$ cat config.mk
export PLATFORM = sky130hd
export DESIGN_NAME = nway_logic_gate_flat
export DESIGN_NICKNAME = d
export VERILOG_FILES = /design/src/rtl/nway_logic_gate_if.sv /design/src/rtl/nway_logic_gate.sv /design/src/flat_wrapper.sv
export SDC_FILE = /design/constraint.sdc
export NUM_CORES = 1
export LEC_CHECK = 0
export BUFFER_PORTS_ARGS = -buffer_cell sky130_fd_sc_hd__buf_2
export CAP_MARGIN = 20
export CORE_MARGIN = 2
export CORE_UTILIZATION = 55
export CTS_BUF_LIST = sky130_fd_sc_hd__clkbuf_8
export CTS_CLUSTER_SIZE = 30
export DETAILED_ROUTE_END_ITERATION = 12
export GPL_TIMING_DRIVEN = 0
export PLACE_DENSITY = 0.87
export SKIP_CTS_REPAIR_TIMING = 1
export SLEW_MARGIN = 30
export SYNTH_ARGS = -nofsm -noshare
export SYNTH_HDL_FRONTEND = slang
export SYNTH_SLANG_ARGS = --single-unit
$ cat constraint.sdc
create_clock -name i_clk -period 1.8 [get_ports i_clk]
set_input_delay 0.09 -clock i_clk [delete_from_list [all_inputs] [get_ports i_clk]]
set_output_delay 0.09 -clock i_clk [all_outputs]
set_load 0.05 [all_outputs]
$ cat src/rtl/nway_logic_gate_if.sv
// rtl/nway_logic_gate_if.sv - control and result bundle for nway_logic_gate
//
// Purpose: groups the run/mode/input/clear controls and the gate results so
//          the gate unit and its driver connect through a single port.
// Signals (named from the gate unit's point of view):
//   i_en        1      1 = run, 0 = freeze
//   i_mode      3      0 AND, 1 OR, 2 XOR, 3 NAND, 4 NOR, 5 XNOR, 6/7 reserved
//   i_in_vec    N_IN   input channels
//   i_clr_cnt   1      synchronous clear of o_rise_cnt
//   o_gate_raw  1      registered unfiltered reduction
//   o_gate_out  1      filtered reduction
//   o_rise_cnt  CNT_W  saturating count of o_gate_out rising edges
// Modports: master drives the controls, slave is the gate unit.
interface nway_logic_gate_if #(
  parameter int N_IN  = 3,
  parameter int CNT_W = 16
);
  logic             i_en;
  logic [2:0]       i_mode;
  logic [N_IN-1:0]  i_in_vec;
  logic             i_clr_cnt;
  logic             o_gate_raw;
  logic             o_gate_out;
  logic [CNT_W-1:0] o_rise_cnt;

  modport master (
    output i_en, i_mode, i_in_vec, i_clr_cnt,
    input  o_gate_raw, o_gate_out, o_rise_cnt
  );

  modport slave (
    input  i_en, i_mode, i_in_vec, i_clr_cnt,
    output o_gate_raw, o_gate_out, o_rise_cnt
  );
endinterface

$ cat src/rtl/nway_logic_gate.sv
// rtl/nway_logic_gate.sv - registered N-input multi-mode logic gate with glitch filter
//
// Purpose: registers N_IN inputs, reduces them with a selectable function,
//          glitch-filters the result and counts filtered rising edges.
// Ports:
//   i_clk           clock, all state on rising edge
//   i_rst           synchronous active-high reset (overrides i_en)
//   i_selftest_sel  only with NWAY_SELFTEST_EN: 1 = internal toggle pattern feeds in_q
//   bus             nway_logic_gate_if.slave (controls in, gate results out)
// Optional feature macro: NWAY_SELFTEST_EN (adds i_selftest_sel and the pattern generator).
module nway_logic_gate #(
  parameter int N_IN     = 3,
  parameter int FILT_CYC = 4,
  parameter int CNT_W    = 16,
  parameter int STIM_DIV = 5
) (
  input  logic              i_clk,
  input  logic              i_rst,
`ifdef NWAY_SELFTEST_EN
  input  logic              i_selftest_sel,
`endif
  nway_logic_gate_if.slave  bus
);
  localparam int SW = $clog2(FILT_CYC) + 1;

  generate
    if (N_IN < 2 || FILT_CYC < 1 || CNT_W < 1 || STIM_DIV < 1) begin : g_param_check
      $fatal(1, "nway_logic_gate: illegal parameter value");
    end
  endgenerate

  logic [N_IN-1:0]  r_in_q;
  logic             r_gate_raw;
  logic             r_gate_out;
  logic [SW-1:0]    r_stab_cnt;
  logic [CNT_W-1:0] r_rise_cnt;

  logic [N_IN-1:0]  w_in_src;
  logic             w_red;
  logic             w_differs;
  logic             w_settled;
  logic             w_rise;

`ifdef NWAY_SELFTEST_EN
  // Channel k toggles every (k+1)*STIM_DIV enabled cycles; all channels start low.
  localparam int ST_W = $clog2(N_IN * STIM_DIV + 1);

  logic [N_IN-1:0]           r_st_vec;
  logic [N_IN-1:0][ST_W-1:0] r_st_cnt;

  always_ff @(posedge i_clk) begin
    if (i_rst) begin
      r_st_vec <= '0;
      r_st_cnt <= '0;
    end else if (bus.i_en) begin
      for (int k = 0; k < N_IN; k++) begin
        if (r_st_cnt[k] == ST_W'((k + 1) * STIM_DIV - 1)) begin
          r_st_cnt[k] <= '0;
          r_st_vec[k] <= ~r_st_vec[k];
        end else begin
          r_st_cnt[k] <= r_st_cnt[k] + 1'b1;
        end
      end
    end
  end

  assign w_in_src = i_selftest_sel ? r_st_vec : bus.i_in_vec;
`else
  assign w_in_src = bus.i_in_vec;
`endif

  // Mode is applied combinationally at the gate_raw stage, so a mode change
  // simply looks like an input change to the filter.
  always_comb begin
    w_red = 1'b0;
    case (bus.i_mode)
      3'd0:    w_red =  (&r_in_q);
      3'd1:    w_red =  (|r_in_q);
      3'd2:    w_red =  (^r_in_q);
      3'd3:    w_red = ~(&r_in_q);
      3'd4:    w_red = ~(|r_in_q);
      3'd5:    w_red = ~(^r_in_q);
      default: w_red = 1'b0;
    endcase
  end

  assign w_differs = (r_gate_raw != r_gate_out);
  assign w_settled = (r_stab_cnt == SW'(FILT_CYC - 1));
  // A counted rise is exactly the enabled edge that flips gate_out from 0 to 1.
  assign w_rise    = bus.i_en && w_differs && w_settled && r_gate_raw;

  always_ff @(posedge i_clk) begin
    if (i_rst) begin
      r_in_q     <= '0;
      r_gate_raw <= 1'b0;
      r_gate_out <= 1'b0;
      r_stab_cnt <= '0;
      r_rise_cnt <= '0;
    end else begin
      if (bus.i_en) begin
        r_in_q     <= w_in_src;
        r_gate_raw <= w_red;
        if (!w_differs) begin
          r_stab_cnt <= '0;
        end else if (w_settled) begin
          r_gate_out <= r_gate_raw;
          r_stab_cnt <= '0;
        end else begin
          r_stab_cnt <= r_stab_cnt + 1'b1;
        end
      end
      // Clear works regardless of en and beats a coincident rise.
      if (bus.i_clr_cnt) begin
        r_rise_cnt <= '0;
      end else if (w_rise && !(&r_rise_cnt)) begin
        r_rise_cnt <= r_rise_cnt + 1'b1;
      end
    end
  end

  assign bus.o_gate_raw = r_gate_raw;
  assign bus.o_gate_out = r_gate_out;
  assign bus.o_rise_cnt = r_rise_cnt;
endmodule
$ cat src/flat_wrapper.sv
// flat-port wrapper written by rule: the top's interface ports become plain ports
module nway_logic_gate_flat 
#(
  parameter int N_IN     = 3,
  parameter int FILT_CYC = 4,
  parameter int CNT_W    = 16,
  parameter int STIM_DIV = 5
)
  (i_clk, i_rst, bus_i_en, bus_i_mode, bus_i_in_vec, bus_i_clr_cnt, bus_o_gate_raw, bus_o_gate_out, bus_o_rise_cnt);
  nway_logic_gate_if #(.N_IN(N_IN), .CNT_W(CNT_W)) bus_i ();
  input  logic i_clk;
  input  logic i_rst;
  input wire logic [$bits(bus_i.i_en)-1:0] bus_i_en;
  input wire logic [$bits(bus_i.i_mode)-1:0] bus_i_mode;
  input wire logic [$bits(bus_i.i_in_vec)-1:0] bus_i_in_vec;
  input wire logic [$bits(bus_i.i_clr_cnt)-1:0] bus_i_clr_cnt;
  output wire logic [$bits(bus_i.o_gate_raw)-1:0] bus_o_gate_raw;
  output wire logic [$bits(bus_i.o_gate_out)-1:0] bus_o_gate_out;
  output wire logic [$bits(bus_i.o_rise_cnt)-1:0] bus_o_rise_cnt;
  assign bus_i.i_en = bus_i_en;
  assign bus_i.i_mode = bus_i_mode;
  assign bus_i.i_in_vec = bus_i_in_vec;
  assign bus_i.i_clr_cnt = bus_i_clr_cnt;
  assign bus_o_gate_raw = bus_i.o_gate_raw;
  assign bus_o_gate_out = bus_i.o_gate_out;
  assign bus_o_rise_cnt = bus_i.o_rise_cnt;
  nway_logic_gate #(.N_IN(N_IN), .FILT_CYC(FILT_CYC), .CNT_W(CNT_W), .STIM_DIV(STIM_DIV)) u_core (.i_clk(i_clk), .i_rst(i_rst), .bus(bus_i));
endmodule
### After elaboration in Yosys (flattened, before gate mapping)

Index checks and enable logic that the tools add are counted.
Widths: inputs -> output; s select.

* output and inout bits: 18
* flip-flop bits (word level): 24
* logic and storage cells: 32
* bits of input ports: 10

* $add $sub $neg: 2
* reductions and logical operators: 12
* muxes and demuxes: 3
* eq/ne operators: 7
* bitwise gates (word level): 3

Operators by type and width (number)
* $add 16x1->16 const B: 1
* $reduce_and 16->1: 1
* $eq 3x2->1 const B: 3
* $eq 3x3->1 const B: 2
* $mux 3: 2
* $pmux 1 s6: 1
* $reduce_and 3->1: 2
* $logic_and 1x1->1: 4
* $add 3x1->3 const B: 1
* $eq 3x1->1 const B: 1
* $logic_not 3->1: 1
* $not 1->1: 3
* $reduce_or 3->1: 1
* $reduce_xor 3->1: 1
* $reduce_or 2->1: 1
* $logic_not 1->1: 1
* $ne 1x1->1: 1

### Logic depth before layout (Yosys ltp)

* depth after elaboration: 5
* mapped depth: 7
* mapped depth without buffers: 7

### Worst setup path after synthesis

Ideal clock, no wire load.

* kind: flip-flop to flip-flop
* start: register u_core.r_rise_cnt[3] (netlist: u_core.bus.o_rise_cnt[3])
* end: register u_core.r_rise_cnt[15] (netlist: u_core.bus.o_rise_cnt[15])
* slack: -0.115 ns
* stages on the path, launching flop included: 6
* buffers on the path: 0
* clock period less this slack: 1.915 ns
* arrival: 1.845 ns
* setup time: 0.070 ns
* data required time: 1.730 ns
* cells stage by stage: dfxtp_1 -> nand4_2 -> nor4_4 -> nand3_2 -> or3_1 -> a21oi_1

* longest elaborated chain between the ends: 3
* elaborated cells between the ends (all ways): 4
* those cells by class: add/sub (1); reduce/logical (3)

Ends and longest elaborated chain
* start: declaration: line nway_logic_gate.sv:36 `logic [CNT_W-1:0] r_rise_cnt;`
* start signal: assignment: line nway_logic_gate.sv:116 `r_rise_cnt <= r_rise_cnt + 1'b1;`
* parallel branches: the longest is 3 deep, another holds $add 16x1->16

Several ways; the timed one is not identified.
A chain may end at the register's enable or synchronous reset.

### Worst setup path in the final report

* start: register u_core.r_stab_cnt[0]
* end: register u_core.r_rise_cnt[5] (netlist: u_core.bus.o_rise_cnt[5])

* longest elaborated chain between the ends: 4

Ends and longest elaborated chain
* start: declaration: line nway_logic_gate.sv:35 `logic [SW-1:0] r_stab_cnt;`
* start signal: assignment: line nway_logic_gate.sv:109 `r_stab_cnt <= r_stab_cnt + 1'b1;`
* $eq 3x2->1: line nway_logic_gate.sv:88 `assign w_settled = (r_stab_cnt == SW'(FILT_CYC - 1));`
* $logic_and 1x1->1 (2 in series): line nway_logic_gate.sv:90 `assign w_rise = bus.i_en && w_differs && w_settled && r_gate_raw;`
* $logic_and 1x1->1: line nway_logic_gate.sv:115 `end else if (w_rise && !(&r_rise_cnt)) begin`

No other way between the ends.

==> results.toml <==
[run_status]
outcome = "complete, no violations"

[critical_path]
worstPathBufferInverterCount = 1
critPathSlowestCell = "dfxtp_4"
start_kind = "flip-flop"
critPathTopFamily = "simple AND/OR/NAND/NOR gates"
rrSetupSlack_ns = 0.07
critical_path_class = "reg2reg"
crit_fanout = 4
cp.required_ns = 1.93
crit_chain = "ha_4 > nand3b_1 > buf_4 > or2_4 > nor4b_4 > xnor2_1 > nor2_1"
cp.arrival_ns = 1.87
end_kind = "flip-flop"
critPathMaxStageDelay_ns = 0.38

[sta]
tightest_slew_ns = 0.502
hold_slack_ns = 0.0643
hold_violations = 0
fin_ws_ns = 0.0677
final.setup_skew_ns = 0.00972
fmax_mhz = 577
setup_tns_ns = 0
min_period_ns = 1.73
slew_violations = 0
period_share = 0.962
slew_headroom = 0.665
setup_viol = 0

[floorplan]
rows = 17
die_h_um = 52.4
io_pins = 28
dieWidth_um = 52.4
start_util = 0.583
dieArea_sq_mm = 0.00275
core_sq_mm = 0.00221

[synth]
ys_seq_elements = 24
synth_cell_types = 44
avgSynthCellArea_sq_um = 8.89
synthArstFlopShare = 0
synth_top_area_share = 0.373
synth_top_cell_by_area = "dfxtp_1"
yosys_most_used_dff = "dfxtp_1"
synth_area_leaders = "dfxtp_1, nor2_1, xor2_1"
yosys_warnings = 0
postSynthCellCount = 145
synth_nets = 159
synth-edff-count = 0
syn-cell-area_sq_mm = 0.00129
ys_seq_area_frac = 0.373

[global_routing]
overflow = 0
grt_pass1_wl_um = 4560
grt_pass1_vias = 1065
grt_start_max_net_pins = 15
grt_antenna_before_repair = 0
grtUsageTotal = 0.221

[detailed_routing]
firstDrtPassIters = 4
drcViolationCount = 0
drtIter0Drc = 34
ant_nets = 0
wl_um = 2990
vias = 1215
wire_per_inst_um = 14.4
avgViaCountPerCell = 5.84

[final_layout]
instances_no_fill = 208
utilization = 0.726
diodes = 0
fin_nets = 195
syn2layout_area_growth_pct = 24.6
final_cell_mix = "buf_2, nor2_1, nand2_1, dfxtp_1, dfxtp_2"
drive_above_1_share = 0.333
layout_commonest_cell = "buf_2"

[cts]
htreeDepth = 1
cts_tree = "built"
cts_root_buf = "clkbuf_8"
clkSinkCount = 24
cts_buffers = 3
path_clk_slew_ns = 0.09
clockBufferDepth = 2
clock_latency_ns = 0.27

[power]
powerDensity_mw_per_mm2 = 677
p_leak_nw = 0.677
ir_drop_mv = 0.736

[placement]
placed_cells = 199
portBuffers = 26
dp_slack_ns = 0.0489
gp_congestion = 0.834
dp_hpwl_um = 2020

[hold_path]
hold_path.class = "in2reg"

[job]
maxCapViolations = 0
-- layer usage --
metal  up-vias  global-route usage  routed length, um
met5         -                   0                  0
met4         0              0.0812                 17
met3         2              0.0343                143
met2        43               0.383               1530
met1       572               0.274               1300
li1        598                   -                  -
-- Yosys cell counts, types with 3 or more instances --
| cell type | count |
|---|---|
| inv_1 | 4 |
| nand3_1 | 5 |
| o21ai_0 | 4 |
| nor2b_1 | 3 |
| o211ai_1 | 3 |
| ha_1 | 4 |
| a31oi_1 | 3 |
| nand4b_1 | 3 |
| xnor2_1 | 4 |
| and3_1 | 3 |
| a21oi_1 | 5 |
| nor3_1 | 3 |
| mux2i_1 | 4 |
| dfxtp_1 | 24 |
| clkbuf_1 | 3 |
| xor2_1 | 6 |
| nor2_1 | 17 |
| and4_1 | 3 |
| nand2_1 | 13 |
-- worst paths after layout --
check | cells after the start | end | start
min | 3 | u_core.r_in_q[0] | bus_i_in_vec[0]
max reg2reg | 7 | u_core.bus.o_rise_cnt[5] | u_core.r_stab_cnt[0]
min reg2reg | 1 | u_core.bus.o_rise_cnt[10] | u_core.bus.o_rise_cnt[10]
max | 7 | u_core.bus.o_rise_cnt[5] | u_core.r_stab_cnt[0]
-- logic make-up after synthesis --
kind of cell               count (synthesis)  share of synthesized area
adders and majority gates                  4                     0.0388
DFF                                       24                      0.373
xor gates and xnor gates                  10                     0.0680
muxes                                      5                     0.0398
AOI/OAI and AO/OA                         22                      0.112
buffers and inverters                     10                     0.0388
and+or+nand+nor                           70                      0.330
-- registers in the layout (all words and copies together) (netlist names) --
register               cells
u_core.bus.o_rise_cnt     16
u_core.r_in_q              3
u_core.r_stab_cnt          3
u_core.bus.o_gate_out      1
u_core.bus.o_gate_raw      1
-- through the flow --
step           power (mW)  cell area (sq um)
3_3_place_gp        0.624               1470
5_1_grt              1.13               1610
4_1_cts              1.09               1540
2_1_floorplan       0.604               1300
6_report             1.09               1610
3_5_place_dp        0.629               1470
-- power breakdown --
| part | switching, mW | leakage, nW | internal [mW] |
|---|---|---|---|
| Sequential | 0.00780 | 0.200 | 0.536 |
| Clock | 0.171 | 0.0357 | 0.297 |
| Combinational | 0.0433 | 0.442 | 0.0312 |
-- final cells by class --
type | instances | area [sq um]
Buffer | 6 | 35.0
Clock buffer | 3 | 41.3
Clock inverter | 1 | 30.0
Fill cell | 165 | 607
Inverter | 4 | 15.0
Multi-Input combinational cell | 111 | 785
Sequential cell | 24 | 497
Tap cell | 28 | 35.0
Timing Repair Buffer | 31 | 168
-- tightest hold or removal path: stages --
cell and delay (ns):
buf_2 0.07, mux2i_1 0.05, nor2_1 0.07
(Power assumes the default switching activity.)
